File: config.mk
export PLATFORM = sky130hd
export DESIGN_NAME = fir_filter_param_flat
export DESIGN_NICKNAME = d
export VERILOG_FILES = /design/src/rtl/fir_filter_param_pkg.sv /design/src/rtl/fir_filter_param_if.sv /design/src/rtl/fir_round_sat.sv /design/src/rtl/fir_filter_param.sv /design/src/flat_wrapper.sv
export SDC_FILE = /design/constraint.sdc
export NUM_CORES = 2
export LEC_CHECK = 0
export CELL_PAD_IN_SITES_DETAIL_PLACEMENT = 1
export CELL_PAD_IN_SITES_GLOBAL_PLACEMENT = 2
export CORE_MARGIN = 1.5
export CORE_UTILIZATION = 40
export DETAILED_ROUTE_END_ITERATION = 8
export PLACE_DENSITY_LB_ADDON = 0.08
export SLEW_MARGIN = 20
export SYNTH_ARGS = -nofsm -noshare
export SYNTH_HDL_FRONTEND = slang
export SYNTH_SLANG_ARGS = --single-unit
File: constraint.sdc
create_clock -name CLK -period 5.69 [get_ports CLK]
set_input_delay 1.138 -clock CLK [delete_from_list [all_inputs] [get_ports CLK]]
set_output_delay 1.138 -clock CLK [all_outputs]
set_load 0.005 [all_outputs]
File: src/rtl/fir_filter_param_pkg.sv
// rtl/fir_filter_param_pkg.sv - shared width helpers and saturation for the parametrised FIR
package fir_filter_param_pkg;

   function automatic int clog2(input int n);
      int r;
      r = 0;
      while ((1 << r) < n) r++;
      return (r < 1) ? 1 : r;
   endfunction

   function automatic int prod_w(input int dw, input int cw);
      return dw + cw;
   endfunction

   // Guard bits cover the growth of summing TAPS full-scale products.
   function automatic int acc_w(input int dw, input int cw, input int taps);
      return dw + cw + clog2(taps);
   endfunction

   function automatic logic signed [63:0] sat_to_n(input logic signed [63:0] v, input int n);
      logic signed [63:0] hi;
      logic signed [63:0] lo;
      hi = (64'sd1 <<< (n - 1)) - 64'sd1;
      lo = -(64'sd1 <<< (n - 1));
      if (v > hi) return hi;
      if (v < lo) return lo;
      return v;
   endfunction

endpackage

File: src/rtl/fir_filter_param_if.sv
// rtl/fir_filter_param_if.sv - sample, coefficient-write and output signals of the FIR
interface fir_filter_param_if #(
   parameter int DATA_W = 16,
   parameter int COEF_W = 8,
   parameter int OUT_W  = 16,
   parameter int AW     = 3
);
   logic                     in_valid;
   logic signed [DATA_W-1:0] in_data;
   logic                     coef_we;
   logic [AW-1:0]            coef_addr;
   logic signed [COEF_W-1:0] coef_wdata;
   logic                     out_valid;
   logic signed [OUT_W-1:0]  out_data;
   logic                     out_sat;

   modport master (
      output in_valid, in_data, coef_we, coef_addr, coef_wdata,
      input  out_valid, out_data, out_sat
   );

   modport slave (
      input  in_valid, in_data, coef_we, coef_addr, coef_wdata,
      output out_valid, out_data, out_sat
   );
endinterface

File: src/rtl/fir_round_sat.sv
// rtl/fir_round_sat.sv - round-half-up arithmetic shift of the accumulator, then clamp to OUT_W
module fir_round_sat
   import fir_filter_param_pkg::*;
#(
   parameter int ACC_W = 27,
   parameter int OUT_W = 16,
   parameter int SHIFT = 7
) (
   input  logic signed [ACC_W-1:0] i_acc,
   output logic signed [OUT_W-1:0] o_data,
   output logic                    o_sat
);
   localparam logic signed [ACC_W:0] HALF = {{ACC_W{1'b0}}, 1'b1} << (SHIFT - 1);

   // One extra bit so adding the rounding constant can never wrap.
   logic signed [ACC_W:0] w_sum;
   logic signed [ACC_W:0] w_r;
   logic signed [63:0]    w_wide;
   logic signed [63:0]    w_clamp;

   assign w_sum   = {i_acc[ACC_W-1], i_acc} + HALF;
   assign w_r     = w_sum >>> SHIFT;
   assign w_wide  = {{(63 - ACC_W){w_r[ACC_W]}}, w_r};
   assign w_clamp = sat_to_n(w_wide, OUT_W);
   assign o_data  = w_clamp[OUT_W-1:0];
   assign o_sat   = (w_clamp != w_wide);
endmodule

File: src/rtl/fir_filter_param.sv
// rtl/fir_filter_param.sv - direct-form FIR, writable coefficients, 3-stage pipeline, rounded and saturated output
module fir_filter_param
   import fir_filter_param_pkg::*;
#(
   parameter int TAPS     = 8,
   parameter int DATA_W   = 16,
   parameter int COEF_W   = 8,
   parameter int OUT_W    = 16,
   parameter int SHIFT    = 7,
   parameter int COEF_RST = 16
) (
   input  logic             CLK,
   input  logic             RST,
   fir_filter_param_if.slave bus
);
   localparam int AW    = clog2(TAPS);
   localparam int PW    = prod_w(DATA_W, COEF_W);
   localparam int ACC_W = acc_w(DATA_W, COEF_W, TAPS);
   localparam logic signed [COEF_W-1:0] COEF_INIT = COEF_W'(COEF_RST);

   logic signed [DATA_W-1:0] r_x    [TAPS-1];
   logic signed [DATA_W-1:0] w_xn   [TAPS];
   logic signed [COEF_W-1:0] r_coef [TAPS];
   logic signed [PW-1:0]     r_p    [TAPS];
   logic                     r_v1;
   logic                     r_v2;
   logic signed [ACC_W-1:0]  w_acc_sum;
   logic signed [ACC_W-1:0]  r_acc;
   logic signed [OUT_W-1:0]  w_rs_data;
   logic                     w_rs_sat;
   logic                     r_out_valid;
   logic signed [OUT_W-1:0]  r_out_data;
   logic                     r_out_sat;
   logic [AW-1:0]            w_addr;

   assign w_addr = bus.coef_addr;

   // Tap k sees the newest sample at k=0 and the delay line shifted by one elsewhere.
   always_comb begin
      w_xn[0] = bus.in_data;
      for (int k = 1; k < TAPS; k++) w_xn[k] = r_x[k-1];
   end

   always_ff @(posedge CLK) begin
      if (RST) begin
         for (int k = 0; k < TAPS - 1; k++) r_x[k] <= '0;
         for (int k = 0; k < TAPS; k++) r_p[k] <= '0;
         r_v1 <= 1'b0;
      end else begin
         r_v1 <= bus.in_valid;
         if (bus.in_valid) begin
            for (int k = 0; k < TAPS - 1; k++) r_x[k] <= w_xn[k];
            for (int k = 0; k < TAPS; k++) r_p[k] <= PW'(r_coef[k]) * PW'(w_xn[k]);
         end
      end
   end

   // Products above read r_coef before this edge's write lands.
   always_ff @(posedge CLK) begin
      if (RST) begin
         for (int k = 0; k < TAPS; k++) r_coef[k] <= COEF_INIT;
      end else if (bus.coef_we && (int'(w_addr) < TAPS)) begin
         r_coef[w_addr] <= bus.coef_wdata;
      end
   end

   always_comb begin
      w_acc_sum = '0;
      for (int k = 0; k < TAPS; k++) w_acc_sum = w_acc_sum + ACC_W'(r_p[k]);
   end

   always_ff @(posedge CLK) begin
      if (RST) begin
         r_acc <= '0;
         r_v2  <= 1'b0;
      end else begin
         r_acc <= w_acc_sum;
         r_v2  <= r_v1;
      end
   end

   fir_round_sat #(
      .ACC_W (ACC_W),
      .OUT_W (OUT_W),
      .SHIFT (SHIFT)
   ) u_round_sat (
      .i_acc  (r_acc),
      .o_data (w_rs_data),
      .o_sat  (w_rs_sat)
   );

   always_ff @(posedge CLK) begin
      if (RST) begin
         r_out_valid <= 1'b0;
         r_out_data  <= '0;
         r_out_sat   <= 1'b0;
      end else begin
         r_out_valid <= r_v2;
         if (r_v2) begin
            r_out_data <= w_rs_data;
            r_out_sat  <= w_rs_sat;
         end
      end
   end

   assign bus.out_valid = r_out_valid;
   assign bus.out_data  = r_out_data;
   assign bus.out_sat   = r_out_sat;
endmodule

File: src/flat_wrapper.sv
// flat-port wrapper written by rule: the top's interface ports become plain ports
module fir_filter_param_flat import fir_filter_param_pkg::*;
#(
   parameter int TAPS     = 8,
   parameter int DATA_W   = 16,
   parameter int COEF_W   = 8,
   parameter int OUT_W    = 16,
   parameter int SHIFT    = 7,
   parameter int COEF_RST = 16
)
  (CLK, RST, bus_in_valid, bus_in_data, bus_coef_we, bus_coef_addr, bus_coef_wdata, bus_out_valid, bus_out_data, bus_out_sat);
  fir_filter_param_if #(.DATA_W(DATA_W), .COEF_W(COEF_W), .OUT_W(OUT_W), .AW(3)) bus_i ();
  input  logic CLK;
  input  logic RST;
  input wire logic [$bits(bus_i.in_valid)-1:0] bus_in_valid;
  input wire logic [$bits(bus_i.in_data)-1:0] bus_in_data;
  input wire logic [$bits(bus_i.coef_we)-1:0] bus_coef_we;
  input wire logic [$bits(bus_i.coef_addr)-1:0] bus_coef_addr;
  input wire logic [$bits(bus_i.coef_wdata)-1:0] bus_coef_wdata;
  output wire logic [$bits(bus_i.out_valid)-1:0] bus_out_valid;
  output wire logic [$bits(bus_i.out_data)-1:0] bus_out_data;
  output wire logic [$bits(bus_i.out_sat)-1:0] bus_out_sat;
  assign bus_i.in_valid = bus_in_valid;
  assign bus_i.in_data = bus_in_data;
  assign bus_i.coef_we = bus_coef_we;
  assign bus_i.coef_addr = bus_coef_addr;
  assign bus_i.coef_wdata = bus_coef_wdata;
  assign bus_out_valid = bus_i.out_valid;
  assign bus_out_data = bus_i.out_data;
  assign bus_out_sat = bus_i.out_sat;
  fir_filter_param #(.TAPS(TAPS), .DATA_W(DATA_W), .COEF_W(COEF_W), .OUT_W(OUT_W), .SHIFT(SHIFT), .COEF_RST(COEF_RST)) u_core (.CLK(CLK), .RST(RST), .bus(bus_i));
endmodule
==> impl_results.html <==
<table>
<tr><th>Metric</th><th>Value</th></tr>
<tr><th colspan="2">STA</th></tr>
<tr><td>Final worst clock skew</td><td>18.24 ps</td></tr>
<tr><td>Setup tns final</td><td>-3858 ps</td></tr>
<tr><td>Final slew viol count</td><td>0</td></tr>
<tr><td>Crit share post-route</td><td>108.2%</td></tr>
<tr><td>Setup repair after global routing missed its margin</td><td>yes</td></tr>
<tr><td>Slew @ Worst Pin</td><td>928.9 ps</td></tr>
<tr><td>Slew margin rel.</td><td>38.07%</td></tr>
<tr><td>Final Hold Vio Count</td><td>0</td></tr>
<tr><td>Minimum clock period</td><td>6157 ps</td></tr>
<tr><td>Post-route worst setup slack</td><td>-467.2 ps</td></tr>
<tr><td>Max Clock Freq</td><td>162.4 MHz</td></tr>
<tr><td>Setup violations, final</td><td>14</td></tr>
<tr><th colspan="2">Synthesis</th></tr>
<tr><td>Most used flip-flop cell after synthesis</td><td>sky130_fd_sc_hd__edfxtp_1</td></tr>
<tr><td>Basic-gate share of the synthesized area counting and, or, nand and nor cells</td><td>17.95%</td></tr>
<tr><td>Post-synthesis average cell area</td><td>10.02 sq um</td></tr>
<tr><td>EDFF count, synth</td><td>368</td></tr>
<tr><td>Synth unique cells</td><td>71</td></tr>
<tr><td>Multiplexer share of the synthesized area</td><td>0.1288%</td></tr>
<tr><td>Fraction of the mapped netlist area in adder cells</td><td>43.55%</td></tr>
<tr><td>Post-synthesis xor/xnor area fraction</td><td>3.275%</td></tr>
<tr><td>Synth async-reset ratio</td><td>0%</td></tr>
<tr><td>Syn_nets</td><td>6913</td></tr>
<tr><td>Area fraction in compound gates after synthesis</td><td>5.155%</td></tr>
<tr><td>Dominant combinational cell family by area after synthesis</td><td>adder cells</td></tr>
<tr><td>Combined area of all synthesized cells</td><td>55360 sq um</td></tr>
<tr><td>Number of flip-flops and latches in the synthesized netlist</td><td>409</td></tr>
<tr><td>Number of instances in the synthesized netlist</td><td>5524</td></tr>
<tr><td>Warning count from the yosys run</td><td>0</td></tr>
<tr><td>Fraction of the yosys area taken by sequential cells</td><td>21.44%</td></tr>
<tr><th colspan="2">GRT</th></tr>
<tr><td>Global-route usage over all layers</td><td>25.03%</td></tr>
<tr><td>Global-route congestion overflow total</td><td>0</td></tr>
<tr><td>Met2 Resource Use GR</td><td>43.84%</td></tr>
<tr><td>GR peak layer</td><td>met2</td></tr>
<tr><td>Global Route met1 Usage</td><td>33.34%</td></tr>
<tr><td>Initial antenna violation count</td><td>14</td></tr>
<tr><td>Number of global-route vias before repair</td><td>44670</td></tr>
<tr><td>Pin count of the biggest net entering global routing</td><td>107</td></tr>
<tr><td>M3 GR Usage</td><td>2.114%</td></tr>
<tr><td>Global-route wire length before repair</td><td>267500 microns</td></tr>
<tr><th colspan="2">Finish</th></tr>
<tr><td>Number of fill cells in the layout</td><td>15320</td></tr>
<tr><td>Final standard cell count with taps included and fillers excluded</td><td>7815</td></tr>
<tr><td>Final Core Density</td><td>46.54%</td></tr>
<tr><td>Commonest non-fill, non-tap cells in the layout</td><td>sky130_fd_sc_hd__inv_1, sky130_fd_sc_hd__fa_1, sky130_fd_sc_hd__and2_1</td></tr>
<tr><td>Share of final-layout standard cells stronger than drive strength 1</td><td>11.73%</td></tr>
<tr><td>Area taken by flip-flops and latches</td><td>11870 sq um</td></tr>
<tr><td>Layout Nets</td><td>7355</td></tr>
<tr><td>Area taken by multi-input logic gates</td><td>39610 sq um</td></tr>
<tr><td>Area added between synthesis and finish</td><td>15.59%</td></tr>
<tr><td>Most common cell after layout, fill and taps aside</td><td>sky130_fd_sc_hd__inv_1</td></tr>
<tr><th colspan="2">Worst setup path</th></tr>
<tr><td>CP Data Required Time</td><td>6240 ps</td></tr>
<tr><td>Cell-by-cell trace of the critical path</td><td>fa_1 -&gt; ha_4 -&gt; a21oi_4 -&gt; nor3b_4 -&gt; a21oi_4 -&gt; a311oi_4 -&gt; o2bb2ai_4 -&gt; xnor2_2 -&gt; fa_1 -&gt; inv_1 -&gt; fa_1 -&gt; inv_1 -&gt; fa_1 -&gt; ha_4 -&gt; o21a_1 -&gt; o21a_1 -&gt; a31oi_2 -&gt; nor2b_4 -&gt; o21ai_4 -&gt; o211ai_1 -&gt; o221ai_2 -&gt; a21oi_2 -&gt; mux2_4</td></tr>
<tr><td>Worst setup slack for register-to-register paths</td><td>-470 ps</td></tr>
<tr><td>Setup crit start</td><td>u_core.r_p[0][53]$_SDFFCE_PN0P_</td></tr>
<tr><td>Worst Path Buf+Inv</td><td>2</td></tr>
<tr><td>Critical path depth</td><td>23</td></tr>
<tr><td>Worst-case reg-to-reg path depth</td><td>23</td></tr>
<tr><td>Most frequent cell on the critical path</td><td>sky130_fd_sc_hd__fa_1</td></tr>
<tr><td>Launching point of the worst reg2reg path</td><td>u_core.r_p[0][53]$_SDFFCE_PN0P_</td></tr>
<tr><td>Category of the worst setup path launch point</td><td>flip-flop</td></tr>
<tr><td>Capture point of the critical path</td><td>u_core.r_acc[23]$_SDFF_PP0_</td></tr>
<tr><td>Worst Setup End Kind</td><td>flip-flop</td></tr>
<tr><td>Type of the setup path with the least slack</td><td>reg -&gt; reg</td></tr>
<tr><td>Critical Path Max Stage Delay</td><td>600 ps</td></tr>
<tr><td>Endpoint of the worst register-to-register path</td><td>u_core.r_acc[23]$_SDFF_PP0_</td></tr>
<tr><td>Maximum fanout along the worst path</td><td>4</td></tr>
<tr><td>Worst Path Arrival</td><td>6700 ps</td></tr>
<tr><td>Slowest cell on the critical path</td><td>sky130_fd_sc_hd__fa_1</td></tr>
<tr><td>CP top delay family</td><td>adder cells</td></tr>
<tr><th colspan="2">Floorplanning</th></tr>
<tr><td>Initial standard-cell utilization of the core</td><td>40.26%</td></tr>
<tr><td>Die width</td><td>375.0 microns</td></tr>
<tr><td>Die boundary height</td><td>375.0 microns</td></tr>
<tr><td>Core Box Area</td><td>137500 sq um</td></tr>
<tr><td>Die area</td><td>140600 sq um</td></tr>
<tr><td>Standard-cell rows</td><td>136</td></tr>
<tr><td>Number of primary I/O pins</td><td>49</td></tr>
<tr><th colspan="2">Drt</th></tr>
<tr><td>Antenna-violating nets left</td><td>0</td></tr>
<tr><td>Wire length per cell</td><td>21.63 microns</td></tr>
<tr><td>Routed via count</td><td>39160</td></tr>
<tr><td>Number of detailed-routing iterations run before antenna repair</td><td>5</td></tr>
<tr><td>Iteration-0 DRC count of the detailed router</td><td>1879</td></tr>
<tr><td>Via-to-Cell Ratio</td><td>5.011</td></tr>
<tr><td>Remaining routing DRC violations</td><td>0</td></tr>
<tr><td>Total routed wirelength</td><td>169000 microns</td></tr>
<tr><th colspan="2">Placed design</th></tr>
<tr><td>DP Worst Slack</td><td>-828.6 ps</td></tr>
<tr><td>Placer Congestion</td><td>0.8462</td></tr>
<tr><td>Cell Count Post-Placement</td><td>7635</td></tr>
<tr><td>Port-buffer cells</td><td>48</td></tr>
<tr><td>HPWL reported at the end of detailed placement</td><td>138000 microns</td></tr>
<tr><th colspan="2">Clocking</th></tr>
<tr><td>Root buffer cell</td><td>sky130_fd_sc_hd__clkbuf_16</td></tr>
<tr><td>Clock slew at reported path FFs</td><td>60 ps</td></tr>
<tr><td>Clock sink count</td><td>409</td></tr>
<tr><td>H-tree levels</td><td>2</td></tr>
<tr><td>Clock buffer count from CTS</td><td>53</td></tr>
<tr><td>Skew-Pair Late Insertion Delay</td><td>670 ps</td></tr>
<tr><td>Maximum count of clock buffers along a single path</td><td>3</td></tr>
<tr><td>TritonCTS clock tree</td><td>yes</td></tr>
<tr><th colspan="2">Min path</th></tr>
<tr><td>Hold crit path type</td><td>reg -&gt; reg</td></tr>
<tr><th colspan="2">Run status</th></tr>
<tr><td>Violated checks</td><td>setup timing</td></tr>
<tr><td>Outcome</td><td>complete, but fails checks</td></tr>
<tr><th colspan="2">Flow run</th></tr>
<tr><td>Max-cap check violation count</td><td>0</td></tr>
</table>
## worst min path at each step
stage / from / endpoint / depth (start not counted)
floorplan: u_core.r_v1$_SDFF_PP0_ / u_core.r_v2$_SDFF_PP0_ / 1
global placement: u_core.r_v1$_SDFF_PP0_ / u_core.r_v2$_SDFF_PP0_ / 1
detailed placement: u_core.r_v1$_SDFF_PP0_ / u_core.r_v2$_SDFF_PP0_ / 1
CTS: u_core.r_v1$_SDFF_PP0_ / u_core.r_v2$_SDFF_PP0_ / 1
global route: u_core.r_v1$_SDFF_PP0_ / u_core.r_v2$_SDFF_PP0_ / 1
finish: u_core.r_v1$_SDFF_PP0_ / u_core.r_v2$_SDFF_PP0_ / 1
## metrics by stage
stage / hold slack (ps) / cell area [sq um]
2_1_floorplan: 413.8 / 55430
3_3_place_gp: 440.9 / 60790
3_5_place_dp: 430.9 / 60790
4_1_cts: 444.5 / 63230
5_1_grt: 462.2 / 63960
6_report: 441.6 / 63990
## cell type report
class                   instances  share of cell area (%)
clock buffers                  58                   2.102
repair buffers                504                   6.466
multi-input cells            3864                   61.90
well taps                    1794                   3.508
flip-flops and latches        409                   18.55
clock inverters                41                  0.7743
diodes                         11                 0.04302
inverters                    1134                   6.656
## repair_timing
| item | in CTS | in global routing |
|---|---|---|
| setup endpoints to repair | 24 | 40 |
| hold buffers | 0 | 0 |
| gates resized for setup | 68 | 105 |
| buffers inserted | 38 | 37 |
| pin swaps | 51 | 54 |
## worst register-to-register path: cells and delay by family (launching register included)
kind,cells,cell delay [ps]
mux,1,310
compound gates,11,2160
xor+xnor,1,100
buf+inv,2,100
fa+ha+maj,6,2510
simple gates,2,490
flops,1,390
## registers in the layout (all words and copies together) (netlist names)
register and flops:
u_core.bus.out_valid 1, u_core.r_x 112, u_core.r_v1 1, u_core.r_p 192, u_core.r_coef 64, u_core.r_v2 1
u_core.bus.out_data 16, u_core.r_acc 21, u_core.bus.out_sat 1
## Yosys cell counts, drive strengths merged, types with 6 or more instances
cell     count  share of area (%)
nor2       245                1.7
nor4         6              0.068
o41ai        9               0.14
a21o        32               0.43
ha         410                9.3
clkbuf     113               0.77
nand3       41               0.37
edfxtp     368                 20
mux2i        6               0.11
o211ai      10               0.14
o31ai        7              0.095
o21ai       99               0.91
and3        27               0.31
a211oi      44               0.64
o2111ai      6               0.12
inv       1133                7.7
o21a        27               0.37
or2         19               0.21
nand2      383                2.6
nor2b       60               0.68
or3         30               0.34
a31oi       14               0.16
a21oi      112                1.0
o31a         9               0.14
nand4        7              0.079
xor2        78                1.2
dfxtp       41                1.5
a41oi        8               0.13
a2111oi      8               0.17
and2       792                9.0
o21bai      14               0.19
nor3        91               0.83
xnor2      129                2.0
fa         948                 34
nand2b     143                1.6
## layer usage
metal / share of wire, % / routed length (microns)
met5: 0.0077 / 13
met4: 2.4 / 4086
met3: 3.2 / 5421
met2: 50 / 84010
met1: 45 / 75470
## kinds of logic after synthesis
logic type               Yosys count
AND/OR/NAND/NOR                 1861
adder cells (fa/ha/maj)         1358
buffers and inverters           1251
AO/OA/AOI/OAI                    431
flip-flops                       409
XOR/XNOR                         207
multiplexers                       7
Power is not shown: default switching activity piles up to over one toggle a cycle in this logic, so the estimate is an artifact.
